<file path="src/rtl/button_ctrl.sv">
// button_ctrl: synchronises and debounces the board button, classifying presses
// as short (toggle timestamp enable) or long (one-cycle timestamp reset pulse).
module button_ctrl #(
    parameter int DEBOUNCE_CYC = 240000,
    parameter int LONG_CYC     = 24000000,
    parameter bit TS_EN_INIT   = 1'b1
) (
    input  logic i_clk,
    input  logic i_res_n,
    input  logic i_btn_n,
    output logic o_btn_db,
    output logic o_timestamp_en,
    output logic o_timestamp_res
);
    localparam int DW = $clog2(DEBOUNCE_CYC + 1);
    localparam int HW = $clog2(LONG_CYC + 1);

    typedef enum logic [1:0] {IDLE, PRESSED, LONG} state_t;

    logic          r_sync1, r_sync2;
    logic [DW-1:0] r_db_cnt;
    logic [HW-1:0] r_hold;
    state_t        r_state;
    logic          w_press, w_differ, w_accept, w_rise;

    assign w_press  = ~r_sync2;
    assign w_differ = w_press != o_btn_db;
    assign w_accept = w_differ && r_db_cnt == DW'(DEBOUNCE_CYC - 1);
    assign w_rise   = w_accept && w_press;

    // The press FSM starts timing on the same edge the debounced level rises,
    // so the long-press pulse lands exactly LONG_CYC cycles after o_btn_db rises.
    always_ff @(posedge i_clk) begin
        if (!i_res_n) begin
            r_sync1         <= 1'b1;
            r_sync2         <= 1'b1;
            r_db_cnt        <= '0;
            o_btn_db        <= 1'b0;
            r_hold          <= '0;
            r_state         <= IDLE;
            o_timestamp_en  <= TS_EN_INIT;
            o_timestamp_res <= 1'b0;
        end else begin
            r_sync1         <= i_btn_n;
            r_sync2         <= r_sync1;
            r_db_cnt        <= (w_differ && !w_accept) ? r_db_cnt + 1'b1 : '0;
            o_timestamp_res <= 1'b0;
            if (w_accept)
                o_btn_db <= w_press;
            case (r_state)
                IDLE: begin
                    if (w_rise) begin
                        r_state <= PRESSED;
                        r_hold  <= '0;
                    end
                end
                PRESSED: begin
                    if (!o_btn_db) begin
                        r_state        <= w_rise ? PRESSED : IDLE;
                        r_hold         <= '0;
                        o_timestamp_en <= ~o_timestamp_en;
                    end else if (r_hold == HW'(LONG_CYC - 1)) begin
                        r_state         <= LONG;
                        o_timestamp_res <= 1'b1;
                    end else begin
                        r_hold <= r_hold + 1'b1;
                    end
                end
                default: begin
                    if (!o_btn_db) begin
                        r_state <= w_rise ? PRESSED : IDLE;
                        r_hold  <= '0;
                    end
                end
            endcase
        end
    end
endmodule

</file>
<file path="config.mk">
export PLATFORM = sky130hd
export DESIGN_NAME = button_ctrl
export DESIGN_NICKNAME = d
export VERILOG_FILES = /design/src/rtl/button_ctrl.sv
export SDC_FILE = /design/constraint.sdc
export NUM_CORES = 1
export LEC_CHECK = 0
export BUFFER_PORTS_ARGS = -buffer_cell sky130_fd_sc_hd__buf_4
export CAP_MARGIN = 20
export CELL_PAD_IN_SITES_DETAIL_PLACEMENT = 1
export CELL_PAD_IN_SITES_GLOBAL_PLACEMENT = 1
export CORE_MARGIN = 2
export CORE_UTILIZATION = 48
export CTS_CLUSTER_SIZE = 40
export DETAILED_ROUTE_END_ITERATION = 10
export GPL_TIMING_DRIVEN = 1
export PLACE_DENSITY_LB_ADDON = 0.1
export SLEW_MARGIN = 5
export SYNTH_ARGS = -nofsm -noshare
export SYNTH_HDL_FRONTEND = slang
export SYNTH_SLANG_ARGS = --single-unit
</file>
<file path="constraint.sdc">
create_clock -name i_clk -period 2.75 [get_ports i_clk]
set_input_delay 0.4125 -clock i_clk [delete_from_list [all_inputs] [get_ports i_clk]]
set_output_delay 0.4125 -clock i_clk [all_outputs]
set_load 0.01 [all_outputs]
</file>
==> results by group <==
Clocking
  – Setup Buffers After CTS: 0
  – # resized after CTS: 0
  – Clk buf depth: 2
  – H-tree levels: 2
  – Clk Latency, worst-skew pair: 300 ps
  – Post-CTS Hold Fix Bufs: 0
  – Clock sinks: 50
  – Clock-pin transition on the worst setup and hold timing paths: ~90 ps
  – CTS tree: yes
  – Inserted Clock Buffers: 5
  – Clk root buf: clkbuf_8

Global route
  – GRT overflow: 0
  – GRT Util Overall: between 20 and 25%
  – First-pass GRT wire length: approximately 11 mm
  – Largest net degree at the start of global routing: 37
  – Initial antenna violation count: 0
  – Vias in the first global route: 2,327

Floorplan
  – Core ar.: 0.00514 sq mm
  – Die height: between 70 and 80 microns
  – FP Rows: 26
  – IO Pins: 6
  – Initial core utilization: slightly above 50%
  – Die W: between 70 and 80 microns
  – Die area: approximately 0.006 sq mm

STA
  – Period utilization: 79.4%
  – Worst Max-Slew Pin Slew: 837 ps
  – Min Tclk post-route: between 2000 and 2500 ps
  – Worst Hold Margin: 284 ps
  – Clock Skew: ~10 ps
  – Setup Viol. Count Final: 0
  – RSZ-0062 raised after global routing: no
  – Final Hold Viols: 0
  – Sum Neg Setup Slack: 0 ps
  – F_max: 458 MHz
  – Max-slew headroom: between 40 and 50%
  – Final Max Slew Viols: 0

Synthesis
  – Cell Area, Synth: roughly 0.0026 sq mm
  – Synthesized area per cell: 8.73 sq um
  – Mapped Nets: around 300
  – EDFF count, synth: 0
  – Yosys reg bits: 50
  – Unique cell type count in the Yosys netlist: 54
  – Synth Instances: ~300
  – Share of synthesized registers carrying an async set or reset: 0%
  – Synth Flop Type: dfxtp_1
  – Register area share after synthesis: between 30% and 40%
  – Synth warnings: 0

Setup path
  – Worst path required time: a little under 3000 ps
  – Crit path max-delay cell type: nor4_2
  – Worst-path cell chain: ha_1, inv_1, nor4_2, nand3_1, or4_1, a21oi_1
  – Setup Crit Path Kind: flip-flop to flip-flop
  – Setup crit end kind: flip-flop
  – WP buf/inv: 1
  – Worst-path fanout max: 7
  – Max stage delay on crit path: ~460 ps
  – Worst Setup Start Kind: flip-flop
  – Worst EP arrival: roughly 2400 ps
  – Top delay family on crit path: simple AND/OR/NAND/NOR gates

Placement
  – Placed Cells incl. Taps: 363
  – Placer congestion estimate: 0.792
  – HPWL after DPL: approximately 4.5 mm
  – PortBufs: 5

Route
  – Drt initial violations: about 100
  – Via count: around 2,300
  – Final WL: 6.35 mm
  – Routed WL per cell: between 15 and 20 microns
  – 1st-pass router iterations: 4
  – Vias per cell: 6.12
  – DRC Markers: 0
  – Post-DRT Antenna Nets: 0

Cells and area
  – Layout cells sized above 1: 8.67%
  – Nets: a little over 300
  – Fin cells: 370
  – Ant diodes: 0
  – Area Growth Syn to Fin: 6.34%
  – Fillers: ~660

Power
  – Power consumption: between 1 and 1.5 mW
  – Pwr/cell area: ~420 mW/mm^2
  – Pleak: about 0.87 nW
  – Max IR drop VDD: ~0.00027 V

Hold path
  – Worst min path class: input pin to flip-flop

Job
  – Max cap viols: 0

Status
  – Status: finished clean
[cells in the mapped netlist, types with 3 or more instances]
cell / n / area [sq um]
xnor2_1: 7 / 61.3
nor4bb_1: 3 / 30.0
or4_1: 13 / 97.6
nor3_1: 8 / 40.0
and4_1: 4 / 35.0
mux2i_1: 3 / 30.0
a31oi_1: 4 / 25.0
o211ai_1: 3 / 22.5
and3_1: 7 / 43.8
o41ai_1: 3 / 26.3
inv_1: 7 / 26.3
nand3_1: 18 / 90.1
nand2b_1: 5 / 31.3
nand4_1: 13 / 81.3
xor2_1: 11 / 96.3
o21ai_0: 7 / 35.0
nand2_1: 19 / 71.3
nor2_1: 33 / 124
buf_2: 6 / 30.0
dfxtp_1: 50 / 1000
o31ai_1: 10 / 75.1
a21oi_1: 19 / 95.1
[path summary, 6_finish.rpt]
path / start / cells after the start / slack, ps / endpoint
max: r_hold[0] / 6 / 570 / r_hold[16]
min: i_btn_n / 2 / 280 / r_sync1
max reg2reg: r_hold[0] / 6 / 570 / r_hold[16]
min reg2reg: r_sync1 / 1 / 430 / r_sync2
[power breakdown]
group / internal, mW / switching (mW)
clock network: 0.175 / 0.233
logic: 0.00552 / 0.0146
registers: 0.725 / 0.00128
total: 0.905 / 0.249
[routing by layer]
metal / global-route usage [%] / vias up / share of wire [%]
met5: 0 / - / 0
met4: 6.96 / 0 / 1.9
met3: 3.72 / 12 / 2.7
met2: 35.3 / 33 / 45
met1: 32.5 / 1095 / 51
li1: - / 1123 / -
[worst reg2reg max path, delay by kind of cell (launching register included)]
family	cells	cell delay, ps
DFF	1	420
AOI/OAI and AO/OA	1	150
adders and majority gates	1	320
and+or+nand+nor	3	1050
buffers and inverters	1	150
[flip-flops by register name, summed over array words and instances, names as in the netlist]
signal,count
r_sync2,1
o_timestamp_res,1
o_timestamp_en,1
r_state,2
r_sync1,1
r_hold,25
o_btn_db,1
r_db_cnt,18
[cell families (layout without fill, tap and decap cells)]
logic type | count (synthesis) | in the layout | synth area share, %
AO/OA/AOI/OAI | 59 | 59 | 15.4
XOR/XNOR | 18 | 18 | 6.10
adder cells (fa/ha/maj) | 2 | 2 | 0.968
buffers and inverters | 18 | 22 | 3.49
flip-flops | 50 | 50 | 38.7
multiplexers | 3 | 3 | 1.16
AND/OR/NAND/NOR | 146 | 146 | 34.1
[placed cells by master (no fill, tap or decap), types with 3 or more instances in the layout]
cell type,netlist,final
nand2_1,19,19
and4_1,4,4
nand2b_1,5,5
o21ai_0,7,7
mux2i_1,3,3
and3_1,7,7
xnor2_1,7,7
nand3_1,18,18
buf_4,2,8
a21oi_1,19,19
inv_1,7,7
nand4_1,13,13
nor4bb_1,3,3
dfxtp_1,50,50
a31oi_1,4,4
or4_1,13,13
o31ai_1,10,10
clkbuf_8,0,5
o41ai_1,3,3
nor2_1,33,33
o211ai_1,3,3
xor2_1,11,11
nor3_1,8,8
[metrics by stage]
step	setup slack (ps)	instance area [sq um]	util, %
after floorplan	827	2580	-
after global placement	655	2670	51.9
after detailed placement	595	2670	51.9
after CTS	577	2750	53.5
after global routing	315	2750	53.5
final	567	2750	53.5
[area by class of cell]
cell class	count	area, sq um	area share (%)
Clock buffer	6	72.6	2.64
Clock inverter	1	7.51	0.273
Inverter	7	26.3	0.956
Multi-Input combinational cell	228	1490	54.3
Sequential cell	50	1000	36.4
Tap cell	70	87.6	3.19
Timing Repair Buffer	8	60.1	2.18
(Power assumes the default switching activity.)
